--- src/rtl/param_serializer_pkg.sv ---
// Shared types and elaboration helpers for the parametrised word serializer.
package param_serializer_pkg;

   // Shifter FSM: IDLE waits for a queued word, SHIFT streams its symbols.
   typedef enum logic {
      StIdle  = 1'b0,
      StShift = 1'b1
   } state_e;

   // Ceiling log2 usable in constant expressions; clog2(1) = 0.
   function automatic int unsigned clog2(input int unsigned value);
      int unsigned r;
      r = 0;
      for (int unsigned i = 0; i < 32; i++) begin
         if ((64'd1 << i) < 64'(value)) r = i + 1;
      end
      return r;
   endfunction

   // Number of LANES-wide symbols in one DATA_W-bit word.
   function automatic int unsigned calc_syms(input int unsigned data_w,
                                             input int unsigned lanes);
      return data_w / lanes;
   endfunction

   // Symbol counter width: never narrower than one bit.
   function automatic int unsigned cnt_width(input int unsigned syms);
      return (clog2(syms) == 0) ? 1 : clog2(syms);
   endfunction

endpackage

--- src/rtl/param_serializer_if.sv ---
// Parallel-in / serial-out stream bundle for param_serializer.
interface param_serializer_if #(
   parameter int unsigned DATA_W = 8,
   parameter int unsigned LANES  = 1
);
   logic [DATA_W-1:0] in_data;
   logic              in_valid;
   logic              in_ready;
   logic              msb_first;
   logic [LANES-1:0]  ser_data;
   logic              ser_valid;
   logic              ser_ready;
   logic              ser_last;

   // Serializer side: consumes words, produces symbols.
   modport slave (
      input  in_data, in_valid, msb_first, ser_ready,
      output in_ready, ser_data, ser_valid, ser_last
   );

   // Producer/sink side: drives words, accepts symbols.
   modport master (
      output in_data, in_valid, msb_first, ser_ready,
      input  in_ready, ser_data, ser_valid, ser_last
   );
endinterface

--- src/rtl/param_serializer_sync_fifo.sv ---
// Show-ahead synchronous FIFO with occupancy count; a write while full is
// accepted only when a pop happens in the same cycle.
module sync_fifo_param
   import param_serializer_pkg::*;
#(
   parameter int unsigned DATA_W     = 8,
   parameter int unsigned FIFO_DEPTH = 128
) (
   input  logic                       clk,
   input  logic                       reset_n,
   input  logic                       i_wr_en,
   input  logic [DATA_W-1:0]          i_wr_data,
   input  logic                       i_rd_en,
   output logic [DATA_W-1:0]          o_rd_data,
   output logic [clog2(FIFO_DEPTH):0] o_count,
   output logic                       o_full,
   output logic                       o_empty
);
   localparam int unsigned AW = clog2(FIFO_DEPTH);

   logic [DATA_W-1:0] r_mem [FIFO_DEPTH];
   logic [AW-1:0]     r_wr_ptr;
   logic [AW-1:0]     r_rd_ptr;
   logic [AW:0]       r_count;
   logic              w_wr;
   logic              w_rd;

   assign o_empty   = (r_count == '0);
   assign o_full    = (r_count == (AW+1)'(FIFO_DEPTH));
   assign o_count   = r_count;
   assign o_rd_data = r_mem[r_rd_ptr];

   assign w_rd = i_rd_en && !o_empty;
   // A pop frees the slot being written, so full+pop+write is legal.
   assign w_wr = i_wr_en && (!o_full || w_rd);

   // Pointer and occupancy bookkeeping.
   always_ff @(posedge clk or negedge reset_n) begin
      if (!reset_n) begin
         r_wr_ptr <= '0;
         r_rd_ptr <= '0;
         r_count  <= '0;
      end else begin
         if (w_wr) r_wr_ptr <= r_wr_ptr + AW'(1);
         if (w_rd) r_rd_ptr <= r_rd_ptr + AW'(1);
         unique case ({w_wr, w_rd})
            2'b10:   r_count <= r_count + (AW+1)'(1);
            2'b01:   r_count <= r_count - (AW+1)'(1);
            default: r_count <= r_count;
         endcase
      end
   end

   // Storage array; contents need no reset since the count gates reads.
   always_ff @(posedge clk) begin
      if (w_wr) r_mem[r_wr_ptr] <= i_wr_data;
   end

endmodule

--- src/rtl/param_serializer.sv ---
// Buffers parallel words in a FIFO and shifts each out over LANES serial
// lanes, MSB- or LSB-first, with back-to-back word streaming.
module param_serializer
   import param_serializer_pkg::*;
#(
   parameter int unsigned DATA_W       = 8,
   parameter int unsigned LANES        = 1,
   parameter int unsigned FIFO_DEPTH   = 128,
   parameter int unsigned AFULL_THRESH = 119
) (
   input  logic                       clk,
   input  logic                       reset_n,
   param_serializer_if.slave          io_bus,
   output logic [clog2(FIFO_DEPTH):0] o_fill_count,
   output logic                       o_overflow,
   output logic                       o_busy
);
   localparam int unsigned SYMS   = calc_syms(DATA_W, LANES);
   localparam int unsigned CNT_W  = cnt_width(SYMS);
   localparam int unsigned FILL_W = clog2(FIFO_DEPTH) + 1;
   localparam logic [CNT_W-1:0] LAST_CNT = CNT_W'(SYMS - 1);

   state_e            r_state;
   logic [DATA_W-1:0] r_shift;
   logic              r_ord;
   logic [CNT_W-1:0]  r_cnt;
   logic              r_ser_valid;
   logic              r_overflow;

   logic [DATA_W-1:0] w_dout;
   logic [FILL_W-1:0] w_fill;
   logic              w_full;
   logic              w_empty;
   logic              w_last;
   logic              w_pop;

   sync_fifo_param #(
      .DATA_W     (DATA_W),
      .FIFO_DEPTH (FIFO_DEPTH)
   ) u_fifo (
      .clk       (clk),
      .reset_n   (reset_n),
      .i_wr_en   (io_bus.in_valid),
      .i_wr_data (io_bus.in_data),
      .i_rd_en   (w_pop),
      .o_rd_data (w_dout),
      .o_count   (w_fill),
      .o_full    (w_full),
      .o_empty   (w_empty)
   );

   assign w_last = (r_state == StShift) && (r_cnt == LAST_CNT);
   // Pop when idle, or when the final symbol is accepted (reload without a gap).
   assign w_pop  = !w_empty && ((r_state == StIdle) || (w_last && io_bus.ser_ready));

   // The current symbol always sits at the end of the shifter facing the bit order.
   assign io_bus.ser_data  = r_ord ? r_shift[DATA_W-1 -: LANES] : r_shift[LANES-1:0];
   assign io_bus.ser_valid = r_ser_valid;
   assign io_bus.ser_last  = w_last;
   assign io_bus.in_ready  = (w_fill < FILL_W'(AFULL_THRESH));

   assign o_fill_count = w_fill;
   assign o_overflow   = r_overflow;
   assign o_busy       = (r_state == StShift) || (w_fill != '0);

   // Shifter FSM: load, shift per accepted symbol, reload or go idle after the last.
   always_ff @(posedge clk or negedge reset_n) begin
      if (!reset_n) begin
         r_state     <= StIdle;
         r_shift     <= '0;
         r_ord       <= 1'b0;
         r_cnt       <= '0;
         r_ser_valid <= 1'b0;
      end else begin
         unique case (r_state)
            StIdle: begin
               if (!w_empty) begin
                  r_shift     <= w_dout;
                  r_ord       <= io_bus.msb_first;
                  r_cnt       <= '0;
                  r_ser_valid <= 1'b1;
                  r_state     <= StShift;
               end
            end
            StShift: begin
               // Without ser_ready everything holds, so valid never drops unaccepted.
               if (io_bus.ser_ready) begin
                  if (r_cnt != LAST_CNT) begin
                     r_shift <= r_ord ? (r_shift << LANES) : (r_shift >> LANES);
                     r_cnt   <= r_cnt + CNT_W'(1);
                  end else if (!w_empty) begin
                     r_shift <= w_dout;
                     r_ord   <= io_bus.msb_first;
                     r_cnt   <= '0;
                  end else begin
                     r_ser_valid <= 1'b0;
                     r_state     <= StIdle;
                  end
               end
            end
            default: begin
               r_ser_valid <= 1'b0;
               r_state     <= StIdle;
            end
         endcase
      end
   end

   // Overflow pulse: a word offered while full with no pop to make room is lost.
   always_ff @(posedge clk or negedge reset_n) begin
      if (!reset_n) begin
         r_overflow <= 1'b0;
      end else begin
         r_overflow <= io_bus.in_valid && w_full && !w_pop;
      end
   end

endmodule

--- src/flat_wrapper.sv ---
// flat-port wrapper written by rule: the top's interface ports become plain ports
module param_serializer_flat import param_serializer_pkg::*;
#(
   parameter int unsigned DATA_W       = 8,
   parameter int unsigned LANES        = 1,
   parameter int unsigned FIFO_DEPTH   = 128,
   parameter int unsigned AFULL_THRESH = 119
)
  (clk, reset_n, o_fill_count, o_overflow, o_busy, io_bus_in_data, io_bus_in_valid, io_bus_msb_first, io_bus_ser_ready, io_bus_in_ready, io_bus_ser_data, io_bus_ser_valid, io_bus_ser_last);
  param_serializer_if #(.DATA_W(DATA_W), .LANES(LANES)) io_bus_i ();
  input  logic clk;
  input  logic reset_n;
  output logic [clog2(FIFO_DEPTH):0] o_fill_count;
  output logic o_overflow;
  output logic o_busy;
  input wire logic [$bits(io_bus_i.in_data)-1:0] io_bus_in_data;
  input wire logic [$bits(io_bus_i.in_valid)-1:0] io_bus_in_valid;
  input wire logic [$bits(io_bus_i.msb_first)-1:0] io_bus_msb_first;
  input wire logic [$bits(io_bus_i.ser_ready)-1:0] io_bus_ser_ready;
  output wire logic [$bits(io_bus_i.in_ready)-1:0] io_bus_in_ready;
  output wire logic [$bits(io_bus_i.ser_data)-1:0] io_bus_ser_data;
  output wire logic [$bits(io_bus_i.ser_valid)-1:0] io_bus_ser_valid;
  output wire logic [$bits(io_bus_i.ser_last)-1:0] io_bus_ser_last;
  assign io_bus_i.in_data = io_bus_in_data;
  assign io_bus_i.in_valid = io_bus_in_valid;
  assign io_bus_i.msb_first = io_bus_msb_first;
  assign io_bus_i.ser_ready = io_bus_ser_ready;
  assign io_bus_in_ready = io_bus_i.in_ready;
  assign io_bus_ser_data = io_bus_i.ser_data;
  assign io_bus_ser_valid = io_bus_i.ser_valid;
  assign io_bus_ser_last = io_bus_i.ser_last;
  param_serializer #(.DATA_W(DATA_W), .LANES(LANES), .FIFO_DEPTH(FIFO_DEPTH), .AFULL_THRESH(AFULL_THRESH)) u_core (.clk(clk), .reset_n(reset_n), .io_bus(io_bus_i), .o_fill_count(o_fill_count), .o_overflow(o_overflow), .o_busy(o_busy));
endmodule
--- config.mk ---
export PLATFORM = sky130hd
export DESIGN_NAME = param_serializer_flat
export DESIGN_NICKNAME = d
export VERILOG_FILES = /design/src/rtl/param_serializer_pkg.sv /design/src/rtl/param_serializer_if.sv /design/src/rtl/param_serializer_sync_fifo.sv /design/src/rtl/param_serializer.sv /design/src/flat_wrapper.sv
export SDC_FILE = /design/constraint.sdc
export NUM_CORES = 1
export LEC_CHECK = 0
export BUFFER_PORTS_ARGS = -buffer_cell sky130_fd_sc_hd__buf_4
export CAP_MARGIN = 5
export CORE_MARGIN = 2
export CORE_UTILIZATION = 43
export CTS_CLUSTER_SIZE = 10
export DETAILED_ROUTE_END_ITERATION = 10
export HOLD_SLACK_MARGIN = 0.12
export SLEW_MARGIN = 20
export SYNTH_ARGS = -nofsm -noshare
export SYNTH_HDL_FRONTEND = slang
export SYNTH_HIERARCHICAL = 1
export SYNTH_SLANG_ARGS = --single-unit
--- constraint.sdc ---
create_clock -name clk -period 4.6 [get_ports clk]
set_input_delay 0 -clock clk [delete_from_list [all_inputs] [get_ports clk]]
set_output_delay 0 -clock clk [all_outputs]
set_load 0.01 [all_outputs]
==> results of run 1 <==
-- power by group --
| group | leakage [nW] | switching (W) | total (W) | internal, W |
|---|---|---|---|---|
| combinational | 3.58 | 0.00343 | 0.00609 | 0.00266 |
| sequential | 9.65 | 0.000401 | 0.0113 | 0.0109 |
| clock | 1.55 | 0.00348 | 0.00813 | 0.00465 |
-- flip-flops by register name (all words and copies together), names as in the netlist, 3 cells and up --
signal,count
u_core/u_fifo/r_mem,1024
u_core/r_shift,8
u_core/u_fifo/o_count,8
u_core/u_fifo/r_rd_ptr,7
u_core/u_fifo/r_wr_ptr,7
u_core/r_cnt,3
-- Yosys cell counts, drive strengths merged, types with 19 or more instances --
cell type / count / area share [%]
buf: 66 / 1.0
a22oi: 54 / 0.97
nand2: 48 / 0.50
nand3: 19 / 0.27
edfxtp: 1024 / 74
a22o: 23 / 0.48
a21oi: 30 / 0.36
mux2i: 156 / 3.7
a211oi: 47 / 0.85
dfrtp: 37 / 2.2
nor2: 152 / 1.4
clkbuf: 49 / 0.44
mux4: 192 / 10
-- metal layers --
metal  track usage [%]  routed length [um]  vias up
li1                  -                   -     8789
met1              30.2               44200    11171
met2              31.8               47600      926
met3              3.51                7640      130
met4              6.52                2530        0
met5                 0                   0        -
-- metrics by stage --
step	hold slack, ns	total power, W	instances	util, %	area, um2
CTS	0.190	0.0257	3520	48.7	46900
finish	0.213	0.0255	3520	48.7	46900
global route	0.225	0.0264	3520	48.7	46900
global placement	0.00257	0.0175	3347	45.2	43500
floorplan	-0.296	0.0155	2084	-	41600
detailed placement	0.0116	0.0176	3347	45.2	43500
-- area by class of cell --
type                       instances  area (um2)
timing repair buffer             118        1040
multi-input combinational        901        9350
sequential                      1061       31700
inverter                           7        28.8
clock buffer                     147        3060
fill                            7709       49400
clock inverter                    10         141
tap                             1276        1600
-- critical path, delay by kind of cell (launching register included) --
kind	cells	cell delay, ns
and+or+nand+nor	5	1.71
xor gates and xnor gates	1	0.09
buffers and inverters	1	0.10
DFF	1	0.44
muxes	1	0.25
AOI/OAI and AO/OA	5	0.86
adders and majority gates	1	0.47
-- logic make-up (layout without fill, tap and decap cells) --
group           Yosys count  after routing  synth area share (%)
mux                     353            353                  14.3
compound gates          257            257                  4.58
fa+ha+maj                11             11                 0.349
simple gates            261            261                  2.80
xor+xnor                 19             19                 0.400
flops                  1061           1061                  76.1
buf+inv                 122            282                  1.54
-- worst max-delay path by stage --
stage | slack (ns) | cells past startpoint | endpoint
2_1_floorplan | 1.05 | 15 | u_core/u_fifo/o_count[6]
3_3_place_gp | 0.61 | 14 | u_core/u_fifo/o_count[6]
3_5_place_dp | 0.60 | 14 | u_core/u_fifo/o_count[6]
4_1_cts | 0.57 | 14 | u_core/u_fifo/o_count[6]
5_1_grt | 0.27 | 14 | u_core/u_fifo/o_count[6]
6_report | 0.55 | 14 | u_core/u_fifo/o_count[6]
==> impl_metrics.csv, run 1 <==
group,metric,value,unit
status,status,"finished clean",
final_layout,mostFrequentLayoutCell,"edfxtp_1",
setup_path,r2r_end,"u_core/u_fifo/o_count[6]",
placement,io_buffers,26,
pwr,p_leak,14.8,nW
cts,clock-sinks,1061,
synthesis,postSynthAreaPerCell,20.0,um2
routing,drtIter0Drc,2278,
floorplanning,pin_count,27,
routing,drt-total-wl,102,mm
timing,slew_headroom,29.4,%
cts,cts_resized,0,
setup_path,required,5.17,ns
synthesis,netlist_area,41600,um2
global_routing,gr-total-overflow,0,
synthesis,synth-edff-count,1024,
cts,clkLatencyLatePin,0.70,ns
pwr,ir_drop,0.339,mV
synthesis,seq_area_frac_synth,76.1,%
pwr,cellPowerDensity,544,nW/um2
setup_path,r2r_start,"u_core/u_fifo/o_count[4]",
cts,cts_buffers,117,
setup_path,critPathArrivalTime,4.62,ns
cts,cts-root-buf,"clkbuf_16",
placement,post-place-ws,0.596,ns
timing,skew,0.0355,ns
cts,cts_setup_buffers,0,
setup_path,endpoint_kind,"flop",
timing,worstMarginPinSlew,1.06,ns
final_layout,syn_to_final_growth,12.6,%
floorplanning,fp-row-count,114,
timing,setup_slack,0.548,ns
synthesis,synth.distinct_cells,64,
floorplanning,core_area,96300,um2
floorplanning,die_area,99400,um2
cts,cts_hold_buf,16,
timing,rsz0062_at_grt,"false",
timing,drv_slew,0,
setup_path,path_cells,"or4_4 -> or2_4 -> nor2_1 -> or2_1 -> inv_4 -> o31ai_2 -> nor2_1 -> fa_1 -> a21o_1 -> a21oi_1 -> o21bai_1 -> a21oi_1 -> xnor2_1 -> mux2_4",
timing,fin_crit,4.05,ns
timing,report.final.hold_viol_count,0,
hold_path,min_from,"io_bus_ser_ready",
final_layout,drive_above_1_share,20.1,%
synthesis,syn_inst,2084,
hold_path,hold_class,"in2reg",
routing,drc,0,
setup_path,criticalPathCategory,"reg2reg",
synthesis,synthesis.nets,2108,
synthesis,synth-seq-cells,1061,
timing,fmax,247,MHz
global_routing,grt_pass1_vias,21234,
timing,setup_viol,0,
final_layout,num_antenna_cells,0,
setup_path,slowest_stage,"or4_4",
setup_path,reg2reg_slack,0.55,ns
timing,setup_tns,0,ns
cts,clkTransAtPathRegs,0.06,ns
final_layout,fin_nets,2230,
hold_path,hold-path-endpoint,"u_core/r_state",
cts,cts_buffer_depth,3,
cts,cts_tree,"built",
setup_path,worstSetupStartpointType,"flop",
setup_path,cp_max_fo,9,
final_layout,layout_common_cells,"edfxtp_1 (1,024), mux4_2 (192), mux2i_1 (156)",
routing,drt_first_pass_iters,5,
routing,vias_per_cell,5.97,
hold_path,min_path_cells,4,
floorplanning,die_h,315,um
routing,antenna_left,0,
synthesis,async_reset_ff_share,3.49,%
global_routing,grt_pass1_wl,149,mm
routing,vias,21016,
placement,gp_congestion,0.844,
cts,htree_levels,3,
timing,post-route-period-util,88.1,%
global_routing,grt_use_total,20.6,%
global_routing,grt_max_degree,75,
setup_path,rr_worst_depth,14,
global_routing,grt_antenna_before_repair,1,
floorplanning,die_x,315,um
setup_path,cpPeakStageDelay,0.58,ns
floorplanning,start_util,43.3,%
routing,routedWlPerCell,29.0,um
synthesis,synth_ff_type,"edfxtp_1",
synthesis,yosys_warnings,6,
flow_run,maxCapViolCount,0,
setup_path,startpoint,"u_core/u_fifo/o_count[4]",
placement,dp_hpwl,63.1,mm
(Power assumes the default switching activity.)
==> inputs of run 2 (changes only) <==
clock period = 5.1 ns   (was 4.6 ns; I/O delays follow)
==> impl_metrics.csv, run 2 (synthesis results as in run 1) <==
group,metric,value,unit
status,status,"finished clean",
setup_path,required,5.43,ns
setup_path,critPathArrivalTime,4.31,ns
cts,clkTransAtPathRegs,0.05,ns
timing,report.final.hold_viol_count,0,
setup_path,r2r_end,"u_core/u_fifo/r_mem[33][4]",
timing,setup_slack,1.12,ns
timing,post-route-period-util,78.1,%
routing,routedWlPerCell,28.5,um
flow_run,maxCapViolCount,0,
cts,cts_buffer_depth,3,
pwr,p_int,0.0165,W
cts,clkLatencyLatePin,0.70,ns
placement,gp_congestion,0.874,
routing,vias,20941,
setup_path,cpPeakStageDelay,0.68,ns
setup_path,path_cells,"or4_4 -> or2_4 -> nor2_1 -> or2_1 -> inv_4 -> o31a_4 -> nor2b_1 -> nand2_2 -> nor2_1",
setup_path,criticalPathCategory,"reg2reg",
pwr,ir_drop,0.276,mV
floorplanning,pin_count,27,
placement,place_inst,3324,
setup_path,endpoint_kind,"flop",
final_layout,drive_above_1_share,19.3,%
final_layout,layout_common_cells,"edfxtp_1 (1,024), mux4_2 (192), mux2i_1 (156)",
hold_path,hold-path-endpoint,"u_core/r_state",
pwr,switching_share,28.5,%
global_routing,grt_use_total,20.4,%
cts,cts_buffers,118,
timing,fin_crit,3.98,ns
hold_path,min_from,"io_bus_ser_ready",
global_routing,gr-total-overflow,0,
placement,post-place-ws,1.16,ns
global_routing,grt_pass1_wl,147,mm
final_layout,num_antenna_cells,0,
timing,setup_tns,0,ns
placement,io_buffers,26,
global_routing,grt_max_degree,79,
hold_path,hold_class,"in2reg",
timing,rsz0062_at_grt,"false",
setup_path,cp_max_fo,16,
routing,drtIter0Drc,2668,
timing,slew_headroom,34.0,%
timing,setup_viol,0,
timing,worstMarginPinSlew,0.989,ns
floorplanning,core_area,96300,um2
pwr,total_power,0.0231,W
setup_path,worstSetupStartpointType,"flop",
setup_path,r2r_start,"u_core/u_fifo/o_count[3]",
setup_path,rr_worst_depth,9,
final_layout,finish.utilization,48.6,%
pwr,cellPowerDensity,494,nW/um2
final_layout,mostFrequentLayoutCell,"edfxtp_1",
pwr,pwr-share-clk,32.3,%
cts,cts_tree,"built",
final_layout,largest-register,"u_core/u_fifo/r_mem",
pwr,combPwrFrac,23.4,%
setup_path,startpoint,"u_core/u_fifo/o_count[3]",
final_layout,largest_register_ffs,1024,
pwr,switching_power,0.00657,W
setup_path,crit_path_frequent_cell,"nor2_1",
setup_path,slowest_stage,"nand2_2",
setup_path,reg2reg_slack,1.12,ns
floorplanning,die_x,315,um
final_layout,syn_to_final_growth,12.4,%
timing,fmax,251,MHz
hold_path,min_path_cells,4,
global_routing,grt_antenna_before_repair,1,
floorplanning,die_h,315,um
final_layout,fin_nets,2208,
routing,drc,0,
routing,drt_first_pass_iters,5,
routing,antenna_left,0,
cts,cts_resized,0,
routing,vias_per_cell,5.97,
floorplanning,fp-row-count,114,
floorplanning,start_util,43.3,%
cts,clock-sinks,1061,
floorplanning,die_area,99400,um2
final_layout,nFillCells,7737,
timing,drv_slew,0,
cts,htree_levels,3,
pwr,p_leak,14.7,nW
pwr,seq_power_share,44.3,%
placement,dp_hpwl,60.0,mm
routing,drt-total-wl,100,mm
global_routing,grt_pass1_vias,21381,
final_layout,fin_cells,3510,
cts,cts-root-buf,"clkbuf_16",
timing,skew,0.0501,ns
-- run 2: routing by layer --
| metal | wire length (um) | global-route usage [%] | up-vias | part of all wire (%) |
|---|---|---|---|---|
| li1 | - | - | 8778 | - |
| met1 | 42800 | 29.5 | 11073 | 43 |
| met2 | 46900 | 31.5 | 927 | 47 |
| met3 | 7640 | 3.68 | 161 | 7.6 |
| met4 | 2700 | 6.39 | 2 | 2.7 |
| met5 | 51 | 0 | - | 0.051 |
-- run 2: cell type report --
cell class                      instances  area [um2]  area share (%)
Clock buffer                          157        3120            6.66
Clock inverter                         13         179           0.382
Inverter                                7        28.8          0.0615
Multi-Input combinational cell        901        9350            20.0
Sequential cell                      1061       31700            67.7
Tap cell                             1276        1600            3.41
Timing Repair Buffer                   95         863            1.84
-- run 2: how the worst max path moves through the flow --
| stage | slack [ns] | end | cells after the start |
|---|---|---|---|
| after detailed placement | 1.16 | u_core/u_fifo/o_count[6] | 14 |
| after CTS | 1.13 | u_core/u_fifo/o_count[6] | 14 |
| final | 1.12 | u_core/u_fifo/r_mem[33][4] | 9 |
| after global routing | 0.78 | u_core/u_fifo/o_count[6] | 14 |
| after global placement | 1.18 | u_core/u_fifo/o_count[6] | 14 |
| after floorplan | 1.55 | u_core/u_fifo/o_count[6] | 15 |
-- run 2: critical path: cells and delay by family (launching register included) --
family                 cells  cell delay (ns)
AND/OR/NAND/NOR            7             2.68
flip-flops                 1             0.44
buffers and inverters      1             0.10
AO/OA/AOI/OAI              1             0.39
-- run 2: power by group through the flow --
stage | Combinational [W] | Sequential, W | Clock [W]
6_report | 0.00540 | 0.0102 | 0.00746
5_1_grt | 0.00571 | 0.0103 | 0.00794
4_1_cts | 0.00542 | 0.0102 | 0.00759
3_5_place_dp | 0.00539 | 0.0104 | 0
3_3_place_gp | 0.00534 | 0.0104 | 0
2_1_floorplan | 0.00382 | 0.0101 | 0
-- run 2: timing repair --
item / 4_1_cts / 5_1_grt
buffers inserted: 0 / 0
hold endpoints to repair: 514 / 0
hold buffers: 16 / 0
endpoints found under the setup margin: 0 / 0
-- run 2: per-stage QoR --
stage                     hold WS (ns)  cell area, um2
after detailed placement       0.00370           43400
after floorplan                 -0.296           41600
after CTS                        0.217           46800
after global routing             0.257           46800
final                            0.260           46800
after global placement        -0.00856           43400
